## config.mk

```make
export PLATFORM = sky130hd
export DESIGN_NAME = rs_dispatch_alloc
export DESIGN_NICKNAME = d
export VERILOG_FILES = /design/src/rtl/rs_dispatch_alloc_pkg.sv /design/src/rtl/rs_credit_ctr.sv /design/src/rtl/rs_dispatch_alloc.sv
export SDC_FILE = /design/constraint.sdc
export NUM_CORES = 1
export LEC_CHECK = 0
export ABC_AREA = 0
export CORE_MARGIN = 1
export CORE_UTILIZATION = 30
export CTS_BUF_LIST = sky130_fd_sc_hd__clkbuf_4
export CTS_CLUSTER_DIAMETER = 200
export DETAILED_ROUTE_END_ITERATION = 7
export GPL_TIMING_DRIVEN = 0
export PLACE_DENSITY = 0.53
export SYNTH_ARGS = -nofsm -noshare
export SYNTH_HDL_FRONTEND = slang
export SYNTH_SLANG_ARGS = --single-unit
```

## constraint.sdc

```tcl
create_clock -name i_clk -period 5.15 [get_ports i_clk]
set_clock_uncertainty 0.1 [all_clocks]
set_input_delay 1.03 -clock i_clk [delete_from_list [all_inputs] [get_ports i_clk]]
set_output_delay 1.03 -clock i_clk [all_outputs]
set_load 0.01 [all_outputs]
```

## src/rtl/rs_dispatch_alloc_pkg.sv

```systemverilog
// rs_dispatch_alloc_pkg: RS encodings and default sizing shared by the dispatch allocator and its bench
package rs_dispatch_alloc_pkg;
  typedef enum logic [1:0] {
    RS_ALU    = 2'd0,
    RS_MUL    = 2'd1,
    RS_LDST   = 2'd2,
    RS_BRANCH = 2'd3
  } rs_e;
  localparam int DP_W_DEF     = 2;
  localparam int RS_NUM_DEF   = 4;
  localparam int RS_DEPTH_DEF = 8;
  localparam int REL_MAX_DEF  = 1;
endpackage

```

## src/rtl/rs_credit_ctr.sv

```systemverilog
// rs_credit_ctr: free-entry counter for one reservation station
// Ports: i_clk/i_rst_n clock and async active-low reset; i_flush reloads to RS_DEPTH;
//   i_take slots granted this cycle; i_rel entries released this cycle;
//   o_credit registered free count; o_clamp sticky flag, set when a release overshoots RS_DEPTH.
module rs_credit_ctr #(
  parameter int RS_DEPTH = 8,
  parameter int NUM_W    = 2,
  parameter int REL_W    = 1,
  parameter int CNT_W    = 4
) (
  input  logic             i_clk,
  input  logic             i_rst_n,
  input  logic             i_flush,
  input  logic [NUM_W-1:0] i_take,
  input  logic [REL_W-1:0] i_rel,
  output logic [CNT_W-1:0] o_credit,
  output logic             o_clamp
);
  localparam int SW = CNT_W + 1;
  logic [SW-1:0] sum;
  logic          over;
  // One spare bit so an over-release is visible before clamping
  assign sum  = {1'b0, o_credit} - SW'(i_take) + SW'(i_rel);
  assign over = sum > SW'(RS_DEPTH);
  always_ff @(posedge i_clk or negedge i_rst_n) begin
    if (!i_rst_n) begin
      o_credit <= CNT_W'(RS_DEPTH);
      o_clamp  <= 1'b0;
    end else if (i_flush) begin
      o_credit <= CNT_W'(RS_DEPTH);
    end else begin
      o_credit <= over ? CNT_W'(RS_DEPTH) : sum[CNT_W-1:0];
      o_clamp  <= o_clamp | over;
    end
  end
endmodule

```

## src/rtl/rs_dispatch_alloc.sv

```systemverilog
// rs_dispatch_alloc: in-order steering of dispatch slots onto credit-limited reservation stations
// Ports: i_clk/i_rst_n clock and async active-low reset; i_dp_vld/i_dp_rs_sel per-slot valid and target RS;
//   i_rs_rel per-RS release count; i_flush empties all RS; o_dp_gnt per-slot grant; o_rs_req RS write
//   request bit [r*DP_W+k]; o_rs_req_num per-RS grant count; o_dp_stall some valid slot not granted;
//   o_rs_credit registered free counts; o_credit_err sticky over-release flag.
module rs_dispatch_alloc
  import rs_dispatch_alloc_pkg::*;
#(
  parameter int DP_W     = DP_W_DEF,
  parameter int RS_NUM   = RS_NUM_DEF,
  parameter int RS_DEPTH = RS_DEPTH_DEF,
  parameter int REL_MAX  = REL_MAX_DEF,
  parameter int SEL_W    = $clog2(RS_NUM),
  parameter int CNT_W    = $clog2(RS_DEPTH + 1),
  parameter int NUM_W    = $clog2(DP_W + 1),
  parameter int REL_W    = $clog2(REL_MAX + 1)
) (
  input  logic                    i_clk,
  input  logic                    i_rst_n,
  input  logic [DP_W-1:0]         i_dp_vld,
  input  logic [DP_W*SEL_W-1:0]   i_dp_rs_sel,
  input  logic [RS_NUM*REL_W-1:0] i_rs_rel,
  input  logic                    i_flush,
  output logic [DP_W-1:0]         o_dp_gnt,
  output logic [RS_NUM*DP_W-1:0]  o_rs_req,
  output logic [RS_NUM*NUM_W-1:0] o_rs_req_num,
  output logic                    o_dp_stall,
  output logic [RS_NUM*CNT_W-1:0] o_rs_credit,
  output logic                    o_credit_err
);
  logic [CNT_W-1:0] credit [RS_NUM];
  logic [NUM_W-1:0] need   [RS_NUM];
  logic [NUM_W-1:0] num    [RS_NUM];
  logic [RS_NUM-1:0] clamp;
  logic [SEL_W-1:0] s;
  logic             ok;
  logic             blocked;
  // Walk slots oldest first; need[] is the running per-RS demand, blocked latches the first failure.
  // A valid slot whose sel matches no RS leaves ok low and therefore blocks like a credit miss.
  always_comb begin
    o_dp_gnt = '0;
    o_rs_req = '0;
    blocked  = 1'b0;
    s        = '0;
    ok       = 1'b0;
    for (int r = 0; r < RS_NUM; r++) begin
      need[r] = '0;
      num[r]  = '0;
    end
    for (int k = 0; k < DP_W; k++) begin
      s  = i_dp_rs_sel[k*SEL_W +: SEL_W];
      ok = 1'b0;
      if (i_dp_vld[k]) begin
        for (int r = 0; r < RS_NUM; r++) begin
          if (int'(s) == r) begin
            need[r] = need[r] + NUM_W'(1);
            ok = !blocked && !i_flush && int'(need[r]) <= int'(credit[r]);
            num[r] = ok ? num[r] + NUM_W'(1) : num[r];
            o_rs_req[r*DP_W+k] = ok;
          end
        end
        blocked = blocked | !ok;
      end
      o_dp_gnt[k] = ok;
    end
  end
  for (genvar r = 0; r < RS_NUM; r++) begin : g_ctr
    rs_credit_ctr #(
      .RS_DEPTH(RS_DEPTH),
      .NUM_W   (NUM_W),
      .REL_W   (REL_W),
      .CNT_W   (CNT_W)
    ) u_ctr (
      .i_clk   (i_clk),
      .i_rst_n (i_rst_n),
      .i_flush (i_flush),
      .i_take  (num[r]),
      .i_rel   (i_rs_rel[r*REL_W +: REL_W]),
      .o_credit(credit[r]),
      .o_clamp (clamp[r])
    );
    assign o_rs_credit[r*CNT_W +: CNT_W]   = credit[r];
    assign o_rs_req_num[r*NUM_W +: NUM_W] = num[r];
  end
  assign o_dp_stall   = |(i_dp_vld & ~o_dp_gnt);
  assign o_credit_err = |clamp;
endmodule

```

==> summary.txt, run 1 <==
Run status
  – Status: complete, no violations

Power and ir drop
  – Clock power share: a little over a tenth
  – Sw Ratio: 44.0%
  – Design Power: 776 uW
  – Static Leakage: 0.00126 uW
  – Logic gate share of total power: around 62%
  – Worst vdd ir: 0.000121 V
  – Flop pwr share: 27.4%
  – Switching power: 341 uW
  – PwrDens: 271 nW/um^2
  – Cell-internal power: ~430 uW

Die
  – Initial core utilization: 31.2%
  – # rows: 31
  – Die Area: a little under 8000 um^2
  – Die Span X: 89.0 um
  – I/O Pins: 49
  – Chip height: 89.0 um
  – Core area: roughly 7300 um^2

Logic synthesis
  – Yosys cell types: 44
  – Synthesized Nets: 314
  – Synth Flop Type: dfrtp_1
  – Sequential area share after synthesis: 22.2%
  – Synth top area cells: ha_1 (22%), dfrtp_1 (18%), inv_1 (6.3%)
  – Post-synth top area cell: ha_1
  – Post-synth ARST share: 100%
  – Post-synthesis cell area: 2270 um^2
  – Flops & latches, synth: 20
  – Syn Area/Cell: 8.84 um^2
  – Post-synth top area share: 22.0%
  – EDFF count, synth: 0
  – Post-synthesis cell count: roughly 260
  – Syn. warnings: 0

Layout
  – Fillers: 788
  – Finished Cell Area: 2870 um^2
  – Layout cell share with drive strength beyond 1: roughly 7.3%
  – Footprint of the multi-input gates: approximately 1600 um^2
  – Register area: 505 um^2
  – Syn-to-layout area delta: 26.1%
  – N_diodes: 0
  – Total Nets Final: 362

Critical path
  – FF-to-FF End: g_ctr[0].u_ctr.o_credit[3]
  – Worst Path Required: 4.02 ns
  – Delay-heaviest family, CP: simple AND/OR/NAND/NOR gates
  – Worst R2R Path Depth: 16
  – CP max stage cell: clkdlybuf4s50_1
  – CP Data Arrival Time: between 3 and 4 ns
  – Critical Path Source Type: input port
  – Critical Path Max Stage Delay: between 0.4 and 0.5 ns
  – FF-to-FF Start: g_ctr[0].u_ctr.o_credit[2]
  – Crit path max fanout: 7
  – R2R setup slack: slightly above 0.9 ns
  – Buf+Inv Stages, Crit Path: 2
  – Most frequent CP cell: ha_1
  – Worst setup EP type: output pin
  – Setup CP Type: in2out
  – Worst-path cell chain: clkbuf_1 > nand2b_1 > nor2_2 > ha_1 > nor2b_1 > or2_2 > a31oi_1 > ha_1 > mux2_2 > clkdlybuf4s50_1

Placed design
  – Final GP Congestion: around 0.78
  – Post-place instance area: 2830 um^2
  – # port buffers: 43
  – HPWL after detailed placement: 4530 um

GRT
  – Largest net degree at the start of global routing: 21
  – First-pass GRT wire length: 9340 um
  – Initial antenna violation count: 0
  – Grt total ovfl: 0
  – Vias in the first global route: around 2,000
  – Total GRT Usage: 15.5%

Worst hold path
  – Worst hold stages: 2
  – Hold wc startpoint: g_ctr[2].u_ctr.o_clamp
  – Hold Path Class: reg2reg
  – Hold EP: g_ctr[2].u_ctr.o_clamp

Detailed routing
  – Vias: 1,960
  – # DRC: 0
  – Drt pass-1 iters: 4
  – Routed Antenna Nets: 0
  – Via-per-instance ratio: 4.88
  – Drt initial violations: 47
  – WL final: 5570 um
  – DR WL/cell: between 10 and 15 um

Clock tree
  – CTS root buffer: clkbuf_4
  – Clk buf depth: 2
  – Sink Count: 20
  – Cts bufs inserted: 3
  – Clk slew on worst S/H paths: 0.13 ns
  – CTS Hold Buffers Added: 0
  – CTS tree: done
  – Postcts setup bufs: 0
  – Worst skew pair latency: 0.31 ns
  – H-tree level count: 1

Timing
  – Post-route minimum period: 4.74 ns
  – Max Clk Rate: ~210 MHz
  – Tightest Pin Transition: 0.983 ns
  – Max_slew headroom: 34.3%
  – Final period util: 92.0%
  – Count of final hold-check violations: 0
  – Final setup vio count: 0
  – Slew Viols, Final: 0
  – RSZ-0062 raised after global routing: no

Run
  – Max_cap viols: 0
logic make-up (layout without fill, tap and decap cells):
| logic type | after synthesis | in the layout | synth area share (%) |
|---|---|---|---|
| buffers and inverters | 47 | 93 | 7.98 |
| xor gates and xnor gates | 16 | 16 | 6.17 |
| muxes | 5 | 5 | 2.42 |
| AOI/OAI and AO/OA | 43 | 43 | 15.3 |
| and+or+nand+nor | 82 | 82 | 20.4 |
| adders and majority gates | 44 | 44 | 25.6 |
| DFF | 20 | 20 | 22.2 |
worst register-to-register path: stages, from the launching register on:
cell and delay, ns:
dfrtp_1 0.44, inv_1 0.10, ha_1 0.22, or3b_1 0.36, o22a_1 0.23, o221ai_4 0.36, nor2b_1 0.09, ha_1 0.28
mux2_2 0.28, ha_1 0.27, inv_1 0.04, ha_1 0.20, fa_1 0.40, a21oi_1 0.16, o21bai_1 0.12, xnor2_1 0.19
or3_1 0.33
layer usage:
metal	track usage [%]	wire (um)
met5	0	0
met4	5.05	99
met3	1.57	162
met2	24.8	2480
met1	21.9	2820
layout make-up:
class	instances	area share [%]
Buffer	8	1.22
Clock buffer	3	0.786
Inverter	39	5.11
Multi-Input combinational cell	190	55.8
Sequential cell	20	17.6
Tap cell	99	4.32
Timing Repair Buffer	43	15.1
sequential cells by signal, summed over array words and instances, names as in the netlist:
name / cells
g_ctr.u_ctr.o_credit: 16
g_ctr.u_ctr.o_clamp: 4
power by group through the flow:
stage          Clock, uW  Sequential (uW)  Combinational (uW)
2_1_floorplan          0              220                 327
3_3_place_gp           0              219                 475
3_5_place_dp           0              218                 478
4_1_cts             83.8              215                 482
5_1_grt             90.5              220                 545
6_report            82.2              213                 481
stage by stage:
stage | setup TNS, ns | worst slack [ns] | utilization [%] | hold slack, ns | instances
floorplan | 0 | 0.464 | - | 0.334 | 257
global placement | -0.576 | -0.138 | 38.8 | 0.351 | 399
detailed placement | -0.961 | -0.169 | 38.8 | 0.354 | 399
CTS | 0 | 0.106 | 39.1 | 0.382 | 402
global route | 0 | 0.252 | 39.3 | 0.427 | 402
finish | 0 | 0.410 | 39.3 | 0.377 | 402
worst max-delay path by stage:
stage,start,endpoint,cells after the start
after global placement,i_dp_vld[0],g_ctr[1].u_ctr.o_credit[3],17
after CTS,i_dp_vld[0],o_rs_req_num[2],10
after floorplan,i_dp_rs_sel[1],g_ctr[1].u_ctr.o_credit[3],17
after global routing,i_dp_rs_sel[1],g_ctr[0].u_ctr.o_credit[1],17
after detailed placement,i_dp_vld[0],g_ctr[1].u_ctr.o_credit[3],17
final,i_dp_rs_sel[1],o_rs_req_num[2],10
synthesized netlist by cell type (all sizes together) (2+ instances only):
master,instances
a21o,5
dfrtp,16
nand3,5
nor2b,8
xor2,8
o221ai,2
or3b,3
nor3b,6
mux2,4
nand4,4
nor3,6
dfstp,4
buf,2
o31ai,4
a31oi,3
or3,8
nor4b,4
o211ai,2
inv,38
nor4,6
o21bai,4
xnor2,8
o2111ai,8
nand2,16
clkbuf,6
fa,4
a21oi,9
or2,2
ha,40
nor2,10
placed cells by master, fill, tap and decap left out, types with 2 or more instances in the layout:
| cell type | synthesis | final |
|---|---|---|
| o2111ai_1 | 8 | 8 |
| or2_2 | 2 | 2 |
| clkbuf_1 | 6 | 6 |
| fa_1 | 4 | 4 |
| nand4_1 | 4 | 4 |
| o31ai_1 | 4 | 4 |
| a21o_1 | 5 | 5 |
| a21oi_1 | 9 | 9 |
| xor2_1 | 8 | 8 |
| nor4_1 | 6 | 6 |
| o211ai_1 | 2 | 2 |
| or3b_1 | 3 | 3 |
| dfrtp_1 | 16 | 16 |
| inv_1 | 38 | 38 |
| nor4b_1 | 4 | 3 |
| nor2_1 | 10 | 8 |
| nand2_1 | 16 | 15 |
| dfstp_2 | 4 | 4 |
| a31oi_1 | 3 | 3 |
| mux2_2 | 4 | 4 |
| nor3b_1 | 6 | 6 |
| nor3_1 | 6 | 6 |
| nor2b_1 | 8 | 8 |
| xnor2_1 | 8 | 8 |
| or3_1 | 8 | 8 |
| clkdlybuf4s50_1 | 0 | 42 |
| clkbuf_4 | 0 | 3 |
| o21bai_1 | 4 | 4 |
| nor2_2 | 0 | 2 |
| ha_1 | 40 | 40 |
| nand3_1 | 5 | 5 |
timing repair:
| action | 4_1_cts | 5_1_grt |
|---|---|---|
| hold endpoints to repair | 0 | 0 |
| resized for setup | 0 | 5 |
| endpoints found under the setup margin | 0 | 9 |
Power figures use the tool's default switching activity.
==> inputs of run 2 (changes only) <==
--- a/config.mk
+++ b/config.mk
@@ -5,7 +5,6 @@
 export SDC_FILE = /design/constraint.sdc
 export NUM_CORES = 1
 export LEC_CHECK = 0
-export ABC_AREA = 0
 export CORE_MARGIN = 1
 export CORE_UTILIZATION = 30
 export CTS_BUF_LIST = sky130_fd_sc_hd__clkbuf_4
==> constraint.sdc (replaced) <==
create_clock -name i_clk -period 4.6 [get_ports i_clk]
set_clock_uncertainty 0.1 [all_clocks]
set_input_delay 0.92 -clock i_clk [delete_from_list [all_inputs] [get_ports i_clk]]
set_output_delay 0.92 -clock i_clk [all_outputs]
set_load 0.01 [all_outputs]
==> run 2 against run 1 <==
Compared with the run above: non-clock buffer count is the same; sequential cell count is the same; largest power group unchanged; die area is the same; critical endpoint is now g_ctr[1].u_ctr.o_credit[3]; power grew 12%; clock-buffer cell count is the same; sequential power grew 12%; final cell count is the same; first-iteration DRC count is the same.
==> summary.txt, run 2 (same netlist as run 1, synthesis figures left out) <==
GRT
  – Grt total ovfl: 0 (unchanged)
  – Largest net degree at the start of global routing: 21 (unchanged)
  – Initial antenna violation count: 0 (unchanged)
  – First-pass GRT wire length: 9300 um (-0.44%)
  – Vias in the first global route: 1,944 (-0.41%)
  – Total GRT Usage: 15.4% (-0.059 points)

Power and ir drop
  – Static Leakage: 0.00126 uW (about the same)
  – Flop pwr share: 27.4% (about the same)
  – Worst vdd ir: 0.000136 V (+12%)
  – Logic gate share of total power: 62.1% (about the same)
  – Switching power: 383 uW (+12%)
  – Clock power share: 10.6% (about the same)
  – PwrDens: 303 nW/um^2 (+12%)
  – Sw Ratio: 44.0% (about the same)
  – Design Power: 870 uW (+12%)
  – Cell-internal power: 487 uW (+12%)

Detailed routing
  – # DRC: 0 (unchanged)
  – Vias: 1,966 (+0.31%)
  – Drt pass-1 iters: 4 (unchanged)
  – DR WL/cell: 13.9 um (+0.11%)
  – Drt initial violations: 47 (unchanged)
  – Met3 wire length: 188 um (+16%)
  – DR WL met2: 2490 um (+0.20%)
  – Metal-1 WL: 2800 um (-0.85%)
  – WL final: 5570 um (+0.11%)
  – Max layer used: met4
  – Routed Antenna Nets: 0 (unchanged)
  – Via-per-instance ratio: 4.89 (+0.31%)

Layout
  – N_diodes: 0 (unchanged)
  – Layout cell share with drive strength beyond 1: 8.25% (+0.99 points)
  – Most frequent cells in the layout: clkdlybuf4s50_1 (42), ha_1 (40), inv_1 (38)
  – Top Registers: g_ctr.u_ctr.o_credit (16), g_ctr.u_ctr.o_clamp (4)
  – Fin util: 39.3% (about the same)
  – Fillers: 792 (+0.51%)
  – Register with the most flip-flops: g_ctr.u_ctr.o_credit
  – Commonest non-fill, non-tap cell in the layout: clkdlybuf4s50_1
  – Syn-to-layout area delta: 26.2% (about the same)
  – Max FFs per register: 16 (unchanged)
  – Total Nets Final: 362 (unchanged)

Timing
  – RSZ-0062 raised after global routing: no
  – Final setup TNS: 0 ns (unchanged)
  – Max Clk Rate: 230 MHz
  – Tightest Pin Transition: 0.985 ns (+0.00206 ns)
  – Hold_ws: 0.377 ns (-0.0000340 ns)
  – Final setup vio count: 0 (unchanged)
  – Final period util: 94.6%
  – Worst setup margin: 0.247 ns (-0.163 ns)
  – Max_slew headroom: 34.1% (-0.14 points)
  – Slew Viols, Final: 0 (unchanged)
  – Post-route minimum period: 4.35 ns
  – Count of final hold-check violations: 0 (unchanged)

Clock tree
  – Worst skew pair latency: 0.31 ns (about the same)
  – Cts bufs inserted: 3 (unchanged)
  – H-tree level count: 1 (unchanged)
  – Sink Count: 20 (unchanged)
  – Clk slew on worst S/H paths: 0.13 ns (about the same)
  – CTS Hold Buffers Added: 0 (unchanged)
  – CTS tree: done
  – CTS root buffer: clkbuf_4
  – Clk buf depth: 2 (unchanged)

Critical path
  – Worst setup EP type: register
  – CP max stage cell: fa_1
  – Worst Path Required: 4.74 ns (+0.72 ns)
  – Setup CP Type: in2reg
  – Crit path max fanout: 7 (unchanged)
  – FF-to-FF End: g_ctr[0].u_ctr.o_credit[3]
  – Critical Path Source Type: input port
  – CP Data Arrival Time: 4.50 ns (+0.89 ns)
  – R2R setup slack: 0.38 ns (-0.55 ns)
  – Worst-path cell chain: clkbuf_2 > nand2b_4 > nor2_2 > ha_1 > nor2b_1 > or2_2 > a31oi_1 > ha_1 > mux2_2 > ha_1 > inv_1 > ha_1 > fa_1 > a21oi_1 > o21bai_1 > xnor2_1 > or3_1
  – Critical Path Max Stage Delay: 0.41 ns (-0.07 ns)
  – Most frequent CP cell: ha_1
  – Worst R2R Path Depth: 16 (unchanged)
  – FF-to-FF Start: g_ctr[0].u_ctr.o_credit[2]

Die
  – Die Area: 7930 um^2 (unchanged)
  – Chip height: 89.0 um (unchanged)
  – I/O Pins: 49 (unchanged)
  – Core area: 7290 um^2 (unchanged)
  – # rows: 31 (unchanged)
  – Die Span X: 89.0 um (unchanged)
  – Initial core utilization: 31.2% (unchanged)

Run status
  – Status: complete, no violations

Worst hold path
  – Hold Path Class: reg2reg
  – Hold EP: g_ctr[2].u_ctr.o_clamp
  – Worst hold stages: 2 (unchanged)
  – Hold wc startpoint: g_ctr[2].u_ctr.o_clamp

Placed design
  – HPWL after detailed placement: 4530 um (unchanged)
  – Final GP Congestion: 0.781 (unchanged)
  – # port buffers: 43 (unchanged)
  – Setup slack at placement: -0.609 ns (-0.440 ns)

Run
  – Max_cap viols: 0 (unchanged)
## run 2: cell count changes in the layout (fill, tap and decap cells not counted), sizes merged
cell,previous run,this run
dlymetal6s2s,1,0
clkbuf,9,10
## run 2: worst max path at each step
stage | start | end | slack (ns) | depth (start not counted)
2_1_floorplan | i_dp_rs_sel[1] | g_ctr[1].u_ctr.o_credit[3] | 0.02 | 17
3_3_place_gp | i_dp_vld[0] | g_ctr[1].u_ctr.o_credit[3] | -0.58 | 17
3_5_place_dp | i_dp_vld[0] | g_ctr[1].u_ctr.o_credit[3] | -0.61 | 17
4_1_cts | i_dp_vld[0] | g_ctr[3].u_ctr.o_credit[3] | 0.02 | 17
5_1_grt | i_dp_rs_sel[1] | g_ctr[3].u_ctr.o_credit[1] | 0.05 | 17
6_report | i_dp_rs_sel[1] | g_ctr[1].u_ctr.o_credit[3] | 0.25 | 17
## run 2: power by group through the flow
stage               clock [uW]  sequential, uW  combinational (uW)
CTS                       93.8             241                 541
global route               101             246                 611
finish                    92.0             238                 540
floorplan                    0             246                 366
detailed placement           0             244                 535
global placement             0             245                 532
## run 2: final cells by class
cell class,count,area [um^2],area share [%]
flip-flops and latches,20,505,17.6
plain buffers,8,36.3,1.27
well taps,99,124,4.32
clock buffers,3,22.5,0.786
repair buffers,43,425,14.8
multi-input cells,190,1610,56.0
inverters,39,146,5.11
## run 2: timing repair
action | CTS | global route
buffers inserted | 0 | 0
gates resized for setup | 4 | 6
setup endpoints to repair | 26 | 19
## run 2: per-layer routing
| metal | track usage [%] | vias up |
|---|---|---|
| met1 | 21.9 | 914 |
| met4 | 5.05 | 0 |
| li1 | - | 1001 |
| met3 | 1.57 | 7 |
| met5 | 0 | - |
| met2 | 24.6 | 44 |
## run 2: worst max-delay path: cells and delay by family
kind | cells | cell delay (ns)
adder cells (fa/ha/maj) | 5 | 1.38
AND/OR/NAND/NOR | 5 | 1.08
multiplexers | 1 | 0.29
AO/OA/AOI/OAI | 3 | 0.45
XOR/XNOR | 1 | 0.19
buffers and inverters | 2 | 0.20
## run 2: metrics by stage
stage / instances / area, um^2
6_report: 402 / 2870
2_1_floorplan: 257 / 2270
5_1_grt: 402 / 2870
3_3_place_gp: 399 / 2830
4_1_cts: 402 / 2860
3_5_place_dp: 399 / 2830
